===== config.mk =====
export PLATFORM = sky130hd
export DESIGN_NAME = msdf_mult_arbiter
export DESIGN_NICKNAME = d
export VERILOG_FILES = /design/src/rtl/msdf_mult_arbiter.sv
export SDC_FILE = /design/constraint.sdc
export NUM_CORES = 1
export LEC_CHECK = 0
export CELL_PAD_IN_SITES_DETAIL_PLACEMENT = 2
export CELL_PAD_IN_SITES_GLOBAL_PLACEMENT = 2
export CORE_AREA = 8 8 60 82
export CTS_CLUSTER_DIAMETER = 150
export DETAILED_ROUTE_END_ITERATION = 10
export DIE_AREA = 0 0 68 90
export PLACE_DENSITY = 0.78
export SKIP_CTS_REPAIR_TIMING = 1
export SYNTH_ARGS = -nofsm -noshare
export SYNTH_HDL_FRONTEND = slang
export SYNTH_SLANG_ARGS = --single-unit

===== constraint.sdc =====
create_clock -name clk -period 2.1 [get_ports clk]
set_input_delay 0.42 -clock clk [delete_from_list [all_inputs] [get_ports clk]]
set_output_delay 0.42 -clock clk [all_outputs]
set_load 0.03 [all_outputs]

===== src/rtl/msdf_mult_arbiter.sv =====
// -----------------------------------------------------------------------------
// msdf_mult_arbiter
//   Shares one MSDF multiplier between two elastic requesters. A requester is
//   pending when both its A and B operand streams present a valid token. One
//   requester is granted for a whole operation: its operand streams are passed
//   straight through to the multiplier and the product stream is routed back to
//   it. When both the operand input and the product output have seen their
//   "last" tokens the block returns to IDLE and re-arbitrates round-robin.
//
//   Token format (DATA_WIDTH = 3): bit 2 = last, bits 1:0 = signed digit.
//
// Ports
//   clk, rstn                     clock, asynchronous active-low reset
//   reqN_a_* / reqN_b_*           operand streams from requester N (data/valid in, ready out)
//   resN_*                        product stream to requester N (data/valid out, ready in)
//   mul_a_* / mul_b_*             operand streams to the multiplier
//   mul_res_*                     product stream from the multiplier
//   grant                         requester owning the multiplier (meaningful while busy)
//   busy                          1 while an operation is in progress (FEED or DRAIN)
//   ops0_cnt, ops1_cnt            completed-operation counters, only when
//                                 MSDF_ARB_STATS_EN is defined
//
// Build option
//   MSDF_ARB_STATS_EN : adds the 16-bit wrapping per-requester operation counters.
// -----------------------------------------------------------------------------
module msdf_mult_arbiter #(
    parameter int DATA_WIDTH = 3
) (
    input  logic                  clk,
    input  logic                  rstn,
    input  logic [DATA_WIDTH-1:0] req0_a_data,
    input  logic                  req0_a_valid,
    output logic                  req0_a_ready,
    input  logic [DATA_WIDTH-1:0] req0_b_data,
    input  logic                  req0_b_valid,
    output logic                  req0_b_ready,
    input  logic [DATA_WIDTH-1:0] req1_a_data,
    input  logic                  req1_a_valid,
    output logic                  req1_a_ready,
    input  logic [DATA_WIDTH-1:0] req1_b_data,
    input  logic                  req1_b_valid,
    output logic                  req1_b_ready,
    output logic [DATA_WIDTH-1:0] res0_data,
    output logic                  res0_valid,
    input  logic                  res0_ready,
    output logic [DATA_WIDTH-1:0] res1_data,
    output logic                  res1_valid,
    input  logic                  res1_ready,
    output logic [DATA_WIDTH-1:0] mul_a_data,
    output logic                  mul_a_valid,
    input  logic                  mul_a_ready,
    output logic [DATA_WIDTH-1:0] mul_b_data,
    output logic                  mul_b_valid,
    input  logic                  mul_b_ready,
    input  logic [DATA_WIDTH-1:0] mul_res_data,
    input  logic                  mul_res_valid,
    output logic                  mul_res_ready,
    output logic                  grant,
`ifdef MSDF_ARB_STATS_EN
    output logic [15:0]           ops0_cnt,
    output logic [15:0]           ops1_cnt,
`endif
    output logic                  busy
);

    localparam int LAST = DATA_WIDTH - 1;

    typedef enum logic [1:0] {
        IDLE  = 2'd0,
        FEED  = 2'd1,
        DRAIN = 2'd2
    } state_t;

    state_t state, state_nxt;
    logic   grant_nxt;
    logic   prio, prio_nxt;
    logic   res_last_seen, res_last_seen_nxt;
    logic   pend0, pend1;
    logic   route;
    logic   in_last, res_last, op_done;

    assign pend0 = req0_a_valid & req0_b_valid;
    assign pend1 = req1_a_valid & req1_b_valid;
    // Product digits overlap the operand input (online delay), so the result
    // path is live in both FEED and DRAIN.
    assign route = (state == FEED) || (state == DRAIN);

    always_ff @(posedge clk or negedge rstn) begin
        if (!rstn) begin
            state         <= IDLE;
            grant         <= 1'b0;
            prio          <= 1'b0;
            res_last_seen <= 1'b0;
        end else begin
            state         <= state_nxt;
            grant         <= grant_nxt;
            prio          <= prio_nxt;
            res_last_seen <= res_last_seen_nxt;
        end
    end

    always_comb begin
        state_nxt         = state;
        grant_nxt         = grant;
        prio_nxt          = prio;
        res_last_seen_nxt = res_last_seen;
        busy              = route;
        req0_a_ready      = 1'b0;
        req0_b_ready      = 1'b0;
        req1_a_ready      = 1'b0;
        req1_b_ready      = 1'b0;
        mul_a_data        = '0;
        mul_a_valid       = 1'b0;
        mul_b_data        = '0;
        mul_b_valid       = 1'b0;
        res0_data         = '0;
        res0_valid        = 1'b0;
        res1_data         = '0;
        res1_valid        = 1'b0;
        mul_res_ready     = 1'b0;
        in_last           = 1'b0;
        res_last          = 1'b0;
        op_done           = 1'b0;

        case (state)
            IDLE: begin
                // Priority holder wins if pending, otherwise the other one.
                if (pend0 | pend1) begin
                    grant_nxt = (prio ? pend1 : pend0) ? prio : ~prio;
                    state_nxt = FEED;
                end
            end
            FEED: begin
                if (grant) begin
                    mul_a_data   = req1_a_data;
                    mul_a_valid  = req1_a_valid;
                    mul_b_data   = req1_b_data;
                    mul_b_valid  = req1_b_valid;
                    req1_a_ready = mul_a_ready;
                    req1_b_ready = mul_b_ready;
                end else begin
                    mul_a_data   = req0_a_data;
                    mul_a_valid  = req0_a_valid;
                    mul_b_data   = req0_b_data;
                    mul_b_valid  = req0_b_valid;
                    req0_a_ready = mul_a_ready;
                    req0_b_ready = mul_b_ready;
                end
                // Only A's last flag delimits the operation input.
                in_last = mul_a_valid & mul_a_ready & mul_a_data[LAST];
            end
            DRAIN: ;
            default: state_nxt = IDLE;
        endcase

        if (route) begin
            if (grant) begin
                res1_data     = mul_res_data;
                res1_valid    = mul_res_valid;
                mul_res_ready = res1_ready;
            end else begin
                res0_data     = mul_res_data;
                res0_valid    = mul_res_valid;
                mul_res_ready = res0_ready;
            end
            res_last = mul_res_valid & mul_res_ready & mul_res_data[LAST];
        end

        if (state == FEED) begin
            if (in_last) begin
                if (res_last_seen | res_last) op_done = 1'b1;
                else                          state_nxt = DRAIN;
            end else if (res_last) begin
                res_last_seen_nxt = 1'b1;
            end
        end
        if ((state == DRAIN) && res_last) op_done = 1'b1;

        if (op_done) begin
            state_nxt         = IDLE;
            prio_nxt          = ~grant;
            res_last_seen_nxt = 1'b0;
        end
    end

`ifdef MSDF_ARB_STATS_EN
    always_ff @(posedge clk or negedge rstn) begin
        if (!rstn) begin
            ops0_cnt <= 16'd0;
            ops1_cnt <= 16'd0;
        end else if (op_done) begin
            if (grant) ops1_cnt <= ops1_cnt + 16'd1;
            else       ops0_cnt <= ops0_cnt + 16'd1;
        end
    end
`endif

endmodule

; ---- Word-level counts from Yosys, hierarchy flattened
; Cells that the tools add are included.
[totals]
reg_bits = 5
inputBits = 26
output_inout_bits = 23
word_cells = 72
[op_classes]
eq_ne = 3
mux = 47
bitwise_logic = 10
reduce_logical = 8
[op_table]
columns = cell, n
row1 = 2-to-1 mux 1 bit, 32
row2 = 2-to-1 mux 3 bit, 9
row3 = 2-to-1 mux 2 bit, 5
row4 = AND 1 bit, 6
row5 = one-hot mux 2 bit (2 select lines), 1
row6 = nonzero test 2 bit, 2
row7 = AND reduction 3 bit, 1
row8 = equality test 2 x 1 -> 1 bit (second input constant), 1
row9 = equality test 2 bit (second input constant), 1
row10 = zero test 2 bit, 1
row11 = inequality test 2 x 1 -> 1 bit (second input constant), 1
row12 = inverter 1 bit, 2
row13 = OR 1 bit, 2
row14 = AND reduction 2 bit, 1
row15 = OR reduction 2 bit, 1
row16 = logical AND 1 bit, 1
row17 = logical OR 1 bit, 1

; ---- Longest topological paths before layout
[logic_depth]
word_depth = 13
mapped_depth = 6

; ---- Least setup slack after synthesis
; OpenSTA, ideal clock, no wires.
[synth_path]
path_type = reg2out
startpoint = reg state[0]
endpoint = out res0_data[1]
arrival_time_ns = 1.452
required_ns = 1.680
slack_ns = 0.228
path_stages_with_launch = 5
path_buffers = 0
cell_sequence = dfrtp_1 inv_1 ha_1 nand2_1 nor2_1
[synth_via]
elab_chain_len = 3
word_cells_on_any_way = 4
cone_classes = 2 x eq/ne / 1 x mux / 1 x reduce/logical
[synth_rtl]
columns = item, line_no
row1 = "start, declared", 74  ; state_t state, state_nxt;
row2 = "start signal, assigned", 95  ; state <= state_nxt;
row3 = equality test 2 x 1 -> 1 bit / equality test 2 bit (equally long branches), 86  ; assign route = (state == FEED) || (state == DRAIN);
row4 = logical OR 1 bit *, 86
row5 = net busy, 63  ; output logic busy
row6 = 2-to-1 mux 3 bit *, 156  ; if (route) begin
row7 = "end, declared", 43  ; output logic [DATA_WIDTH-1:0] res0_data,
; The timed path passes the listed nets; every way through them passes the cells marked *.

; ---- Final worst setup path
[layout_path]
startpoint = reg state[0]
endpoint = out res0_valid
[layout_via]
elab_chain_len = 3
word_cells_on_any_way = 4
cone_classes = 2 x eq/ne / 1 x mux / 1 x reduce/logical
[layout_rtl]
columns = item, line_no
row1 = equality test 2 x 1 -> 1 bit / equality test 2 bit (equally long branches), 86
row2 = logical OR 1 bit *, 86
row3 = 2-to-1 mux 1 bit *, 156
row4 = "end, declared", 44  ; output logic res0_valid,
; Every way passes the cells marked *; elsewhere a longest branch is shown, timed or not.

==> summary.txt <==
Drt
  – Detail-routed net length per standard cell: 15.81 um
  – Total length of routed wires: 2.624 mm
  – DR pass1 iterations: 2
  – Iter 0 DRT Violations: 14
  – DRC: 0
  – DR vias/cell: 4.235
  – Final ANT Viol Nets: 0
  – Via count: 703

Setup path
  – WP data required: 1680 ps
  – Data arrival, critical path: 1580 ps
  – R2R depth: 6
  – CP Class: reg -> out
  – Worst setup EP type: primary output
  – Reg-to-Reg Start: state[0]
  – R2R Setup Slk: 530 ps
  – Worst r2r dst: prio
  – Critical Path Fanout Max: 6
  – Startpoint types: flop

CTS
  – CTS Root Cell: clkbuf_8
  – Reg clk slew, reported paths: 40 ps
  – Clock latency on the worst-skew pair: 230 ps
  – Clock Sinks: 5
  – CTS tree: done
  – CTS buffer count: 3
  – Max H-tree Level: 1
  – CTS max path bufs: 2

STA
  – Final setup viols: 0
  – Setup ws final: 95.24 ps
  – Period utilisation layout: 95.46%
  – Slew Limit Headroom: 77.79%
  – Peak Freq: 498.8 MHz
  – Clock period minus final worst setup slack: 2005 ps
  – Worst Clk Skew: 1.910 ps
  – RSZ-0062 raised after global routing: no
  – Fin. max-slew vios: 0
  – Hold Fails Final Rpt: 0
  – Tightest Pin Transition: 332.6 ps

GRT
  – Busiest grt layer: met2
  – Met3 usage: 1.988%
  – Initial antenna violation count: 0
  – First-pass GRT wire length: 4.188 mm
  – Maximum number of pins on one net before global-route repair: 22
  – Gr usage total: 8.889%
  – Vias in the first global route: 840
  – Met1 GRT Util: 6.999%
  – GRT overflow: 0
  – M2 GR Usage: 18.46%

Floorplan
  – Core ar.: 3784 sq um
  – Io pins: 49
  – Die H: 90 um
  – Die Wd: 68 um
  – FP Rows: 27
  – Die ar.: 6120 sq um
  – Effective utilization at floorplan: 15.21%

Final layout
  – Area Growth Syn to Fin: 94.35%
  – Util after Layout: 29.56%
  – Layout cells sized above 1: 25.20%
  – Nets: 153
  – N_diodes: 0

Min path
  – Hold Path Class: in -> async

Synthesis
  – Cells after synthesis: 70
  – Number of flops mapped to enable cells by yosys: 0
  – Asr flop ratio synth: 100.0%
  – Main synth FF type: dfrtp_1
  – Yosys top cell area share: 21.74%
  – Cell taking the most area after synthesis: dfrtp_1
  – FF+latch count, synth: 5
  – Sequential share of the synthesized area: 21.74%
  – Synth unique cells: 24
  – Synth top area cells: dfrtp_1 22%, mux2i_1 16%, nor2b_1 8.7%, and3_1 6.5%, ha_1 6.5%
  – Syn_area_per_cell: 8.222 sq um
  – Commonest cells post-synth: 9 x mux2i_1, 8 x nor2b_1, 7 x nor2_1, 6 x and3_1, 5 x dfrtp_1
  – Synth Net Count: 99
  – Yosys warning count: 0
  – Top-count cell post-synth: mux2i_1
  – Synthesized area: 575.6 sq um

Placed design
  – Post-DP HPWL: 2.302 mm
  – GP Congestion: 0.7034
  – Dpl ws: -281.6 ps
  – IO buf count: 48

Run status
  – Status: finished, final reports clean

Run
  – MaxCap Viol Count: 0

Power
  – Peak VDD IR: 0.0004613 V
  – Total power: 1.683 mW
  – Power Density: 1505 nW/um^2
  – Static leakage: 0.5643 nW
==> metal layers <==
metal / part of all wire [%] / vias to the layer above
li1: - / 349
met1: 32 / 332
met2: 61 / 18
met3: 5.3 / 4
met4: 1.4 / 0
met5: 0 / -
==> area by class of cell <==
cell class | count | area (sq um)
Clock buffer | 4 | 45.04
Fill cell | 456 | 2665
Inverter | 4 | 15.01
Multi-Input combinational cell | 58 | 416.7
Sequential cell | 5 | 125.1
Tap cell | 43 | 53.80
Timing Repair Buffer | 52 | 462.9
==> report_power, final <==
group          leakage [nW]  internal, mW  switching [mW]  total [mW]
Clock                0.0228         0.131          0.0523       0.183
Sequential           0.0596         0.141          0.0245       0.165
Combinational         0.482         0.541           0.793        1.33
==> stage by stage <==
stage	instance area (sq um)	TNS (ps)	hold slack, ps	std cells
6_report	1119	0	418.3	166
5_1_grt	1119	0	431.6	166
4_1_cts	1114	-412.8	423.3	166
3_5_place_dp	1069	-281.6	494.5	162
3_3_place_gp	1069	-231.1	489.9	162
2_1_floorplan	575.6	0	124.4	70
==> state kept, by name (all words and copies together), names as in the netlist <==
name,cells
state,2
grant,1
prio,1
res_last_seen,1
==> how the worst max path moves through the flow <==
stage                 start       endpoint  slack, ps  cells past startpoint
6_report           state[0]     res0_valid        100                      5
4_1_cts        req0_a_valid    mul_a_valid       -280                      4
5_1_grt               grant  mul_res_ready          9                      4
3_3_place_gp   req0_a_valid    mul_a_valid       -230                      4
2_1_floorplan      state[0]   res0_data[1]        230                      4
3_5_place_dp   req0_a_valid    mul_a_valid       -280                      4
==> cells by family (layout without fill, tap and decap cells) <==
group | after synthesis | after routing | synth area share, %
and+or+nand+nor | 36 | 36 | 34.57
muxes | 11 | 11 | 21.52
AOI/OAI and AO/OA | 8 | 8 | 9.784
buffers and inverters | 7 | 60 | 5.869
DFF | 5 | 5 | 21.74
adders and majority gates | 3 | 3 | 6.522
==> critical path, cell delays in order, from the launching register on <==
cell     delay, ps
dfrtp_1        360
inv_1           90
ha_1           380
and2b_1        210
and2_1         160
buf_4          160
==> cells in the final DEF, fill, tap and decap left out, drive strengths merged, types with 3 or more instances in the layout <==
cell,Yosys,routed
nand3,3,3
clkdlybuf4s50,0,25
and3,6,6
nand2,4,4
ha,3,3
clkbuf,2,4
buf,1,25
nor2,7,7
dfrtp,5,5
nor2b,8,8
and2,4,4
inv,4,4
mux2i,10,10
Note: power is estimated with default switching activity, not from simulation.
